===== config.mk =====
export PLATFORM = sky130hd
export DESIGN_NAME = atmega_pio_pcint
export DESIGN_NICKNAME = d
export VERILOG_FILES = /design/src/rtl/atmega_io_pkg.sv /design/src/rtl/atmega_sync2.sv /design/src/rtl/atmega_pio_pcint.sv
export SDC_FILE = /design/constraint.sdc
export NUM_CORES = 1
export LEC_CHECK = 0
export ABC_AREA = 1
export BUFFER_PORTS_ARGS = -buffer_cell sky130_fd_sc_hd__buf_2
export CELL_PAD_IN_SITES_DETAIL_PLACEMENT = 1
export CELL_PAD_IN_SITES_GLOBAL_PLACEMENT = 1
export CORE_UTILIZATION = 42
export DETAILED_ROUTE_END_ITERATION = 10
export PLACE_DENSITY = 0.95
export SETUP_SLACK_MARGIN = 0.1
export SYNTH_ARGS = -nofsm -noshare
export SYNTH_HDL_FRONTEND = slang
export SYNTH_SLANG_ARGS = --single-unit

===== constraint.sdc =====
create_clock -name clk -period 1.55 [get_ports clk]
set_input_delay 0.155 -clock clk [delete_from_list [all_inputs] [get_ports clk]]
set_output_delay 0.155 -clock clk [all_outputs]
set_load 0.01 [all_outputs]

===== src/rtl/atmega_io_pkg.sv =====
// Shared I/O-space constants for ATmega-compatible peripherals.
// Default register addresses and control/status bit positions.
package atmega_io_pkg;
  localparam int PORT_OUT_ADDR_DEF   = 'h25;
  localparam int DDR_ADDR_DEF        = 'h24;
  localparam int PIN_ADDR_DEF        = 'h23;
  localparam int PORT_CLEAR_ADDR_DEF = 'h00;
  localparam int PORT_SET_ADDR_DEF   = 'h01;
  localparam int PCMSK_ADDR_DEF      = 'h6B;
  localparam int PCCTRL_ADDR_DEF     = 'h3B;

  localparam int PCIE_BIT = 0;
  localparam int PCIF_BIT = 1;
endpackage


===== src/rtl/atmega_sync2.sv =====
// Two-flop synchroniser for asynchronous inputs; 2-cycle latency, no backpressure.
module atmega_sync2 #(
  parameter int WIDTH = 8
) (
  input  logic             clk,
  input  logic             rst,
  input  logic [WIDTH-1:0] d,
  output logic [WIDTH-1:0] q
);
  logic [WIDTH-1:0] s0;

  always_ff @(posedge clk or negedge rst) begin
    if (!rst) begin
      s0 <= '0;
      q  <= '0;
    end else begin
      s0 <= d;
      q  <= s0;
    end
  end
endmodule


===== src/rtl/atmega_pio_pcint.sv =====
// GPIO port with PIN toggle, optional PORT clear/set and a pin-change interrupt.
// Reads are combinational; writes take effect on the next edge; no backpressure.
module atmega_pio_pcint
  import atmega_io_pkg::*;
#(
  parameter int                           BUS_ADDR_DATA_LEN = 8,
  parameter int                           PORT_WIDTH        = 8,
  parameter string                        USE_CLEAR_SET     = "FALSE",
  parameter logic [BUS_ADDR_DATA_LEN-1:0] PORT_OUT_ADDR     = BUS_ADDR_DATA_LEN'(PORT_OUT_ADDR_DEF),
  parameter logic [BUS_ADDR_DATA_LEN-1:0] DDR_ADDR          = BUS_ADDR_DATA_LEN'(DDR_ADDR_DEF),
  parameter logic [BUS_ADDR_DATA_LEN-1:0] PIN_ADDR          = BUS_ADDR_DATA_LEN'(PIN_ADDR_DEF),
  parameter logic [BUS_ADDR_DATA_LEN-1:0] PORT_CLEAR_ADDR   = BUS_ADDR_DATA_LEN'(PORT_CLEAR_ADDR_DEF),
  parameter logic [BUS_ADDR_DATA_LEN-1:0] PORT_SET_ADDR     = BUS_ADDR_DATA_LEN'(PORT_SET_ADDR_DEF),
  parameter logic [BUS_ADDR_DATA_LEN-1:0] PCMSK_ADDR        = BUS_ADDR_DATA_LEN'(PCMSK_ADDR_DEF),
  parameter logic [BUS_ADDR_DATA_LEN-1:0] PCCTRL_ADDR       = BUS_ADDR_DATA_LEN'(PCCTRL_ADDR_DEF),
  parameter logic [7:0]                   PINMASK           = 8'hFF,
  parameter logic [7:0]                   PULLUP_MASK       = 8'hFF
) (
  input  logic                         clk,
  input  logic                         rst,
  input  logic [BUS_ADDR_DATA_LEN-1:0] addr_dat,
  input  logic                         wr_dat,
  input  logic                         rd_dat,
  input  logic [7:0]                   bus_dat_in,
  output logic [7:0]                   bus_dat_out,
  input  logic [PORT_WIDTH-1:0]        io_in,
  output logic [PORT_WIDTH-1:0]        io_out,
  output logic [PORT_WIDTH-1:0]        io_oe,
  output logic [PORT_WIDTH-1:0]        io_pullup,
  output logic                         irq,
  input  logic                         irq_ack
);
  localparam int             W     = PORT_WIDTH;
  localparam bit             CS_EN = (USE_CLEAR_SET == "TRUE");
  localparam logic [W-1:0]   PIN_M = PINMASK[W-1:0];
  localparam logic [W-1:0]   PU_M  = PULLUP_MASK[W-1:0];

  logic [W-1:0] ddr_q, port_q, pcmsk_q, pin_prev_q;
  logic [W-1:0] sync_q, pin_val, change, wdat, port_nxt;
  logic         pcie_q, pcif_q;
  logic         we_port, we_ddr, we_pin, we_clr, we_set, we_pcmsk, we_ctrl;
  logic         pcif_set, pcif_clr;
  logic [7:0]   rd_word;

  atmega_sync2 #(.WIDTH(W)) u_sync (
    .clk (clk),
    .rst (rst),
    .d   (io_in),
    .q   (sync_q)
  );

  assign pin_val = sync_q & PIN_M;
  assign wdat    = bus_dat_in[W-1:0];

  assign we_port  = wr_dat && (addr_dat == PORT_OUT_ADDR);
  assign we_ddr   = wr_dat && (addr_dat == DDR_ADDR);
  assign we_pin   = wr_dat && (addr_dat == PIN_ADDR);
  assign we_clr   = CS_EN && wr_dat && (addr_dat == PORT_CLEAR_ADDR);
  assign we_set   = CS_EN && wr_dat && (addr_dat == PORT_SET_ADDR);
  assign we_pcmsk = wr_dat && (addr_dat == PCMSK_ADDR);
  assign we_ctrl  = wr_dat && (addr_dat == PCCTRL_ADDR);

  always_comb begin
    port_nxt = port_q;
    if (we_port)     port_nxt = wdat;
    else if (we_pin) port_nxt = port_q ^ wdat;
    else if (we_clr) port_nxt = port_q & ~wdat;
    else if (we_set) port_nxt = port_q | wdat;
  end

  // Both edges count; absent and unmasked pins are filtered out.
  assign change   = (sync_q ^ pin_prev_q) & pcmsk_q & PIN_M;
  assign pcif_set = |change;
  assign pcif_clr = irq_ack || (we_ctrl && bus_dat_in[PCIF_BIT]);

  always_ff @(posedge clk or negedge rst) begin
    if (!rst) begin
      ddr_q      <= '0;
      port_q     <= '0;
      pcmsk_q    <= '0;
      pin_prev_q <= '0;
      pcie_q     <= 1'b0;
      pcif_q     <= 1'b0;
    end else begin
      port_q     <= port_nxt;
      pin_prev_q <= sync_q;
      if (we_ddr)   ddr_q   <= wdat;
      if (we_pcmsk) pcmsk_q <= wdat;
      if (we_ctrl)  pcie_q  <= bus_dat_in[PCIE_BIT];
      // A new change outranks a simultaneous acknowledge or write-1-clear.
      if (pcif_set)      pcif_q <= 1'b1;
      else if (pcif_clr) pcif_q <= 1'b0;
    end
  end

  always_comb begin
    rd_word = '0;
    if (rd_dat) begin
      if (addr_dat == PORT_OUT_ADDR)    rd_word[W-1:0] = port_q;
      else if (addr_dat == DDR_ADDR)    rd_word[W-1:0] = ddr_q;
      else if (addr_dat == PIN_ADDR)    rd_word[W-1:0] = pin_val;
      else if (addr_dat == PCMSK_ADDR)  rd_word[W-1:0] = pcmsk_q;
      else if (addr_dat == PCCTRL_ADDR) begin
        rd_word[PCIE_BIT] = pcie_q;
        rd_word[PCIF_BIT] = pcif_q;
      end
    end
  end

  assign bus_dat_out = rd_word;
  assign io_out      = ddr_q & port_q;
  assign io_oe       = ddr_q;
  assign io_pullup   = ~ddr_q & port_q & PU_M;
  assign irq         = pcif_q & pcie_q;
endmodule


==> summary by stage, run 1 <==
Setup path
Traced cell by cell, the critical path runs through buf_6, inv_2, nand2_4, nor2_8, clkbuf_16, nand3_1, nand2_1, nor2_1, nor2_2, buf_2. Along the worst path, the maximum fanout reaches 8. The worst setup path is of the primary input to output port kind. The critical path's largest stage delay is 0.22 ns. The worst setup path is captured at an output port. The largest individual stage delay along the critical path comes from the cell nor2_8. The worst path buffer plus inverter count is 4. At the worst endpoint, the arrival time is 1.32 ns.

The category of the worst setup path launch point is a primary input. For the worst setup path, the data required time is 1.39 ns. The category of cells accounting for the largest share of critical-path delay is simple AND/OR/NAND/NOR gates.

Global route
The pin count of the biggest net entering global routing is a little over 50. The number of global-route vias before repair came to about 2800. The first-pass GRT wire length is 13.2 mm. The total global-route track usage is 0.269. The initial antenna violation count is 0. Global routing finished with a remaining overflow of 0.

Die
In this run the vertical extent of the chip is 81.9 um. After floorplanning, the core was sized to cover roughly 0.006 sq mm. The width of the die is approximately 80 um.

The number of primary I/O pins is 62. The die area is 0.00670 sq mm. The starting density of the core is 0.445. The number of rows in the core area is 28.

Final layout
The fraction of layout instances using a drive strength above 1 is 0.296. 0 antenna diodes ended up in the layout. The area growth from synthesis to layout is 33.5%. The net count of the finished layout is ~460.

Timing
The hold violation count in the final report was 0. The max-slew violation count is 0. The worst clock skew on the final layout is around 0.0066 ns.

Measured against its own limit, the worst slew margin works out to 0.685. Across all setup checks in the final design, the least slack found is ~0.077 ns. Static timing analysis puts the maximum clock frequency at roughly 0.68 GHz. After layout, the minimum clock period comes to 1.47 ns. Setup violations remaining at the end of the flow were counted as 0. For the pin with the worst max-slew slack, the measured transition is between 0.4 and 0.5 ns. After routing, the total negative slack on setup checks comes to 0 ns. The final critical-path share of the clock period is 0.951. Setup repair after global routing could not meet its margin everywhere.

Yosys
In this run, synthesis produced a sequential element count of 50. After synthesis the cells add up to 0.00268 sq mm. The distinct cell type count of the synthesized netlist is 24. After technology mapping, the gate count stands at approximately 340. A synthesized cell averages around 8 sq um. The share of the yosys chip area belonging to registers is 0.467. The number of nets in the synthesized netlist is 365. For this run, the number of Yosys warnings is 0.

Job
The max-capacitance violation count is 0.

Clock network
The number of buffers on the longest clock path is 2. After clock tree synthesis, the clock-pin slew on the worst setup and hold paths is 0.09 ns. The H-tree depth is 2. TritonCTS created 5 clock buffers. Clock latency on the worst-skew pair, taken at its later pin, is slightly above 0.3 ns. The clock net in this run drives a total of 50 sinks. TritonCTS built the clock tree. The clock tree root driver cell is clkbuf_8.

Power
The analysis attributes to cell leakage a power of roughly 2 nW. The peak supply drop is between 0.5 and 0.6 mV. In this run the power density over the cells is slightly below 800 mW/mm^2.

Run status
The run finished with clean final reports.

Detailed routing
For this run, design rule violations remaining after detail routing come to 0. Across all layers, the routed design uses 2801 vias. The first detailed-routing pass took 4 iterations. The number of DRC violations after detailed-routing iteration 0 is 153. The mean routed wirelength per cell is 19.1 um.

In this run the remaining antenna-violating nets after routing total 0. The final layout contains routed wiring with a total length of a little under 10 mm. After detailed routing, the number of vias per cell comes to 5.56.

Place
The weighted congestion at the end of routability-driven global placement is 0.840. Prior to clock tree synthesis, the placed netlist has a worst setup slack of 0.0114 ns. The count of buffers added on input and output ports is between 60 and 70.

Summed over all nets, the half-perimeter wirelength after detailed placement is 5.59 mm.

Hold path
The path class of the tightest hold or removal check is primary input to register.
==> per-layer routing <==
layer / global-route usage / routed length, um / vias up
li1: - / - / 1250
met1: 0.304 / 3760 / 1368
met2: 0.496 / 4890 / 144
met3: 0.0456 / 556 / 39
met4: 0.112 / 410 / 0
met5: 0 / 0 / -
==> power by group <==
group / total (mW) / internal [mW] / switching [mW]
Sequential: 1.46 / 1.38 / 0.0720
Clock: 0.783 / 0.310 / 0.473
Combinational: 0.514 / 0.212 / 0.302
==> cells in the mapped netlist <==
cell type | count | area (sq um)
nor2_8 | 2 | 40.0
nand2_2 | 3 | 18.8
inv_1 | 41 | 154
nand3_4 | 2 | 35.0
a21oi_1 | 3 | 15.0
o211ai_1 | 8 | 60.1
o21ai_0 | 18 | 90.1
nor3_4 | 1 | 16.3
nand4_1 | 11 | 68.8
buf_6 | 3 | 33.8
nand2_1 | 89 | 334
nor2_1 | 48 | 180
buf_2 | 5 | 25.0
nand3b_1 | 7 | 52.6
nor2_4 | 3 | 33.8
o21ai_4 | 1 | 16.3
o21ai_2 | 1 | 8.76
nand3_1 | 27 | 135
xor2_1 | 8 | 70.1
buf_1 | 1 | 3.75
nand2_4 | 2 | 22.5
buf_4 | 1 | 7.51
o21a_1 | 1 | 7.51
dfrtp_1 | 50 | 1250
==> state kept, by name, indices dropped and copies added (netlist names) <==
name / flops
u_sync.q: 8
pin_prev_q: 8
io_oe: 8
port_q: 8
pcmsk_q: 8
u_sync.s0: 8
pcie_q: 1
pcif_q: 1
==> worst paths after layout <==
kind | start | end | slack [ns] | depth (start not counted)
setup reg to reg | port_q[6]$_DFFE_PN0P_ | port_q[6]$_DFFE_PN0P_ | 0.32 | 6
max in group asynchronous | rst | port_q[7]$_DFFE_PN0P_ | 0.96 | 3
min in group asynchronous | rst | io_oe[3]$_DFFE_PN0P_ | 0.35 | 3
hold reg to reg | u_sync.s0[5]$_DFF_PN0_ | u_sync.q[5]$_DFF_PN0_ | 0.35 | 0
hold / removal | bus_dat_in[6] | pcmsk_q[6]$_DFFE_PN0P_ | 0.13 | 3
setup / recovery | addr_dat[7] | bus_dat_out[2] | 0.08 | 10
==> per-stage QoR <==
stage	hold WS, ns	instance area (sq um)	util	instances	total power [mW]
floorplan	-0.141	2680	-	336	1.68
global placement	0.160	3090	0.513	468	1.85
detailed placement	0.168	3090	0.513	468	1.88
finish	0.130	3580	0.594	504	2.75
CTS	0.130	3320	0.551	487	2.67
global route	0.135	3580	0.594	504	2.84
==> cells in the final DEF (no fill, tap or decap), types with 9 or more instances in the layout <==
master / n
nand2_1: 87
inv_1: 36
o21ai_0: 17
nor2_1: 45
dfrtp_1: 47
dlygate4sd3_1: 9
buf_2: 59
nand3_1: 22
nand4_1: 11
buf_4: 18
==> area by class of cell <==
type	instances	area, sq um
clock buffers	5	68.8
clock inverters	2	15.0
fillers	750	2450
inverters	41	154
multi-input cells	235	1260
flip-flops and latches	50	1250
well taps	75	93.8
repair buffers	96	726
==> timing repair <==
action	4_1_cts	5_1_grt
hold buffers	9	0
cloned	1	3
setup endpoints to repair	7	8
setup buffers	2	14
hold endpoints to repair	58	0
gates resized for setup	3	23
pin swaps	0	7
==> cell families after synthesis <==
kind of cell	count (synthesis)	synth area share
AOI/OAI and AO/OA	32	0.0738
xor gates and xnor gates	8	0.0261
buffers and inverters	51	0.0836
DFF	50	0.467
and+or+nand+nor	195	0.350
==> tightest hold or removal path, delay by kind of cell <==
kind | cells | cell delay (ns)
AOI/OAI and AO/OA | 1 | 0.06
and+or+nand+nor | 1 | 0.06
buffers and inverters | 1 | 0.13
(Power assumes the default switching activity.)
==> inputs of run 2 (changes only) <==
ABC_AREA = default   (was 1)
CORE_UTILIZATION = 43   (was 42)
HOLD_SLACK_MARGIN = 0.03   (was default)
PLACE_DENSITY = 0.93   (was 0.95)
SETUP_SLACK_MARGIN = default   (was 0.1)
==> summary by stage, run 2 <==
Run status
The flow ran to the end, but the final reports show violations. The final reports fail on negative setup slack.

Yosys
The most used flip-flop cell after synthesis is dfrtp_1. The mean area per synthesized cell is 12.0 sq um (+50%). The share of the yosys chip area belonging to registers is 0.551 (+0.0838). The commonest cells after synthesis are 50 x dfrtp_1, 17 x mux2_2, 17 x xor2_1. The top cell type's share of synthesized area is 0.551 (+0.0838).

The flip-flop and latch count after synthesis is 50 (unchanged). The cell area after technology mapping is 0.00227 sq mm (-15%). The number of nets in the synthesized netlist was 219 (-40%). The Yosys warning count is 0 (unchanged). Among all cell types in the netlist, the one instantiated most often is dfrtp_1.

The biggest area contributor in the post-synthesis netlist is dfrtp_1. The async set-reset flop share out of synthesis came to 1.00 (unchanged). By area the synthesized netlist is led by dfrtp_1 55%, mux2_2 8.4%, xor2_1 6.6%. The count of flip-flops with a built-in enable after synthesis was 0 (unchanged). The cell count after synthesis was 190 (-43%). The distinct cell type count of the synthesized netlist is 32 (+33%).

Final layout
The number of inserted diodes was 0 (unchanged). The design area is 0.00319 sq mm (-11%). The end-of-flow core utilization is 0.624 (+0.0308).

In the layout the commonest cells are 59 x buf_2, 49 x dfrtp_1, 18 x buf_4. The number of standard cells in the layout, taps in and fillers out is 358 (-29%). The fraction of layout instances using a drive strength above 1 is 0.458 (+0.162). From synthesis to final layout, the design area changed by 40.4%. The number of nets in the final layout is 316 (-31%). Leaving out fill and tap cells, the most frequent cell in the layout is buf_2.

Setup path
The worst-path cell with the longest stage delay is o22a_1. The critical setup path kind is primary input to output port. The most numerous cell on the critical path is buf_2. The data required time of the critical path is 1.39 ns (about the same). The arrival time at the worst endpoint is 1.56 ns (+0.24 ns). The category of the worst setup path launch point is a primary input.

The category of cells accounting for the largest share of critical-path delay is compound AO/OA/AOI/OAI gates. The signal on the critical path passes through buf_2, buf_6, nand2b_4, nand3b_1, o22a_1, a211oi_2, buf_2. The worst path buffer plus inverter count came to 3 (-1).

The biggest fanout along the worst timing path is 4 (-4). The worst setup path is captured at an output port. The critical path's largest stage delay is 0.29 ns (+0.07 ns).

Detailed routing
The number of search-and-repair iterations in the first detailed-routing pass is 4 (unchanged). The number of antenna-violating nets in the routed design came to 0 (unchanged). The number of remaining DRC errors was 0 (unchanged).

The mean routed wirelength per cell is 20.1 um (+5.3%). The number of DRC violations after detailed-routing iteration 0 is 71 (-54%). The ratio of routed vias to standard cells is 5.44 (-2.1%).

The sum of routed wire length over all layers was 7.19 mm (-25%). The number of vias in the routed layout was 1948 (-30%).

Power
The peak supply drop is 0.825 mV (+45%). The share of power burned in combinational logic was 0.141 (-0.046). The sequential power share is 0.523 (-0.006). The switching share of power is 0.264 (-0.0434). The net switching power of the design is 0.738 mW (-13%).

The part of the power in the clock network is 0.336 (+0.052). The power per unit of standard cell area is 876 mW/mm^2 (+14%). The internal power consumption came to 2.05 mW (+7.8%). The leakage power of the design is 1.56 nW (-21%). The total chip power is 2.79 mW (+1.4%).

Place
The placed cell count is 333 (-29%). The detailed placement HPWL is 4.83 mm (-13%). The weighted congestion at the end of routability-driven global placement is 0.857 (+2.0%). The post-place setup slack came to -0.246 ns (-0.258 ns).

The instance area at placement came to 0.00279 sq mm (-9.7%). The quantity of I/O buffers inserted on ports is 61 (unchanged).

Die
The number of rows in the core area was 26 (-7.1%). The area of the core is 0.00511 sq mm (-15%). The die area came to 0.00558 sq mm (-17%). The number of primary I/O pins was 62 (unchanged). The starting density of the core is 0.445 (about the same). The width of the die is 74.7 um (-8.8%). The chip height is 74.7 um (-8.8%).

Timing
The worst slew margin relative to its limit came to 0.666 (-0.0188). The max-slew violation count is 0 (unchanged). The worst hold slack across all endpoints is 0.116 ns (-0.0147 ns). The fmax is 0.584 GHz (-14%). The aggregate negative setup slack is -0.558 ns (-0.558 ns).

The final critical-path share of the clock period was 1.11 (+0.155). The pin slew with the least headroom to its limit came to 0.501 ns (+0.0287 ns). The worst clock skew on the final layout is 0.0104 ns (+0.00380 ns). The hold violation count in the final report is 0 (unchanged). The final setup violation count is 9 (+9).

The worst setup slack after layout is -0.163 ns (-0.240 ns). The final period demand of the worst path is 1.71 ns (+0.240 ns). Setup repair after global routing could not meet its margin everywhere.

Global route
The global route total overflow is 0 (unchanged). The first-pass GRT wire length came to 10.6 mm (-20%). The number of global-route vias before repair was 2025 (-27%). The total global-route track usage is 0.270 (+0.000551).

The pin count of the biggest net entering global routing is 23 (-55%). The initial antenna violation count is 0 (unchanged).

Clock network
The sink count of the clock tree came to 50 (unchanged). The later-pin clock latency in the skew report was 0.31 ns (about the same). The TritonCTS clock tree is built. The number of buffers created by CTS is 5 (unchanged). The clock slew at the register clock pins of the worst setup and hold paths is 0.10 ns (about the same).

The H-tree depth came to 2 (unchanged). The number of buffers on the longest clock path is 2 (unchanged). The root buffer cell chosen for the clock tree is clkbuf_8.

Hold path
The tightest min-delay check is of the primary input to register type.

Job
The max-capacitance violation count was 0 (unchanged).
-- run 2: logic make-up after synthesis --
logic type	count (synthesis)	share of synthesized area
muxes	23	0.111
and+or+nand+nor	65	0.171
buffers and inverters	8	0.0171
AOI/OAI and AO/OA	27	0.0854
DFF	50	0.551
xor gates and xnor gates	17	0.0655
-- run 2: routing by layer --
| metal | global-route usage | vias up | part of all wire |
|---|---|---|---|
| li1 | - | 877 | - |
| met1 | 0.329 | 995 | 0.41 |
| met2 | 0.473 | 60 | 0.53 |
| met3 | 0.0522 | 16 | 0.036 |
| met4 | 0.105 | 0 | 0.026 |
| met5 | 0 | - | 0 |
-- run 2: cell type report --
type                    instances  area [sq um]
repair buffers                 96           642
clock buffers                   6          72.6
multi-input cells             132          1090
well taps                      70          87.6
fillers                       546          1920
inverters                       2          7.51
clock inverters                 2          37.5
flip-flops and latches         50          1250
-- run 2: power by group through the flow --
stage	clock network [mW]	registers, mW	logic (mW)
finish	0.938	1.46	0.394
floorplan	0	1.46	0.158
global placement	0	1.47	0.315
detailed placement	0	1.48	0.335
global route	0.990	1.47	0.426
CTS	0.939	1.45	0.377
-- run 2: timing repair --
| item | CTS | global route |
|---|---|---|
| hold buffers | 9 | 0 |
| endpoints found under the hold margin | 27 | 0 |
| gates cloned | 0 | 0 |
| buffers inserted | 6 | 2 |
| pin swaps | 15 | 5 |
| resized for setup | 18 | 13 |
| endpoints found under the setup margin | 8 | 8 |
-- run 2: worst paths after layout --
check,startpoint,endpoint,slack [ns],cells after the start
worst min register to register,u_sync.s0[4]$_DFF_PN0_,u_sync.q[4]$_DFF_PN0_,0.36,0
worst max register to register,u_sync.q[3]$_DFF_PN0_,pcif_q$_DFFE_PN0P_,0.13,4
min in group asynchronous,rst,pcmsk_q[0]$_DFFE_PN0P_,0.33,2
worst min-delay path,bus_dat_in[5],pcmsk_q[5]$_DFFE_PN0P_,0.12,2
worst max-delay path,addr_dat[1],bus_dat_out[1],-0.16,7
max in group asynchronous,rst,io_oe[0]$_DFFE_PN0P_,0.70,3
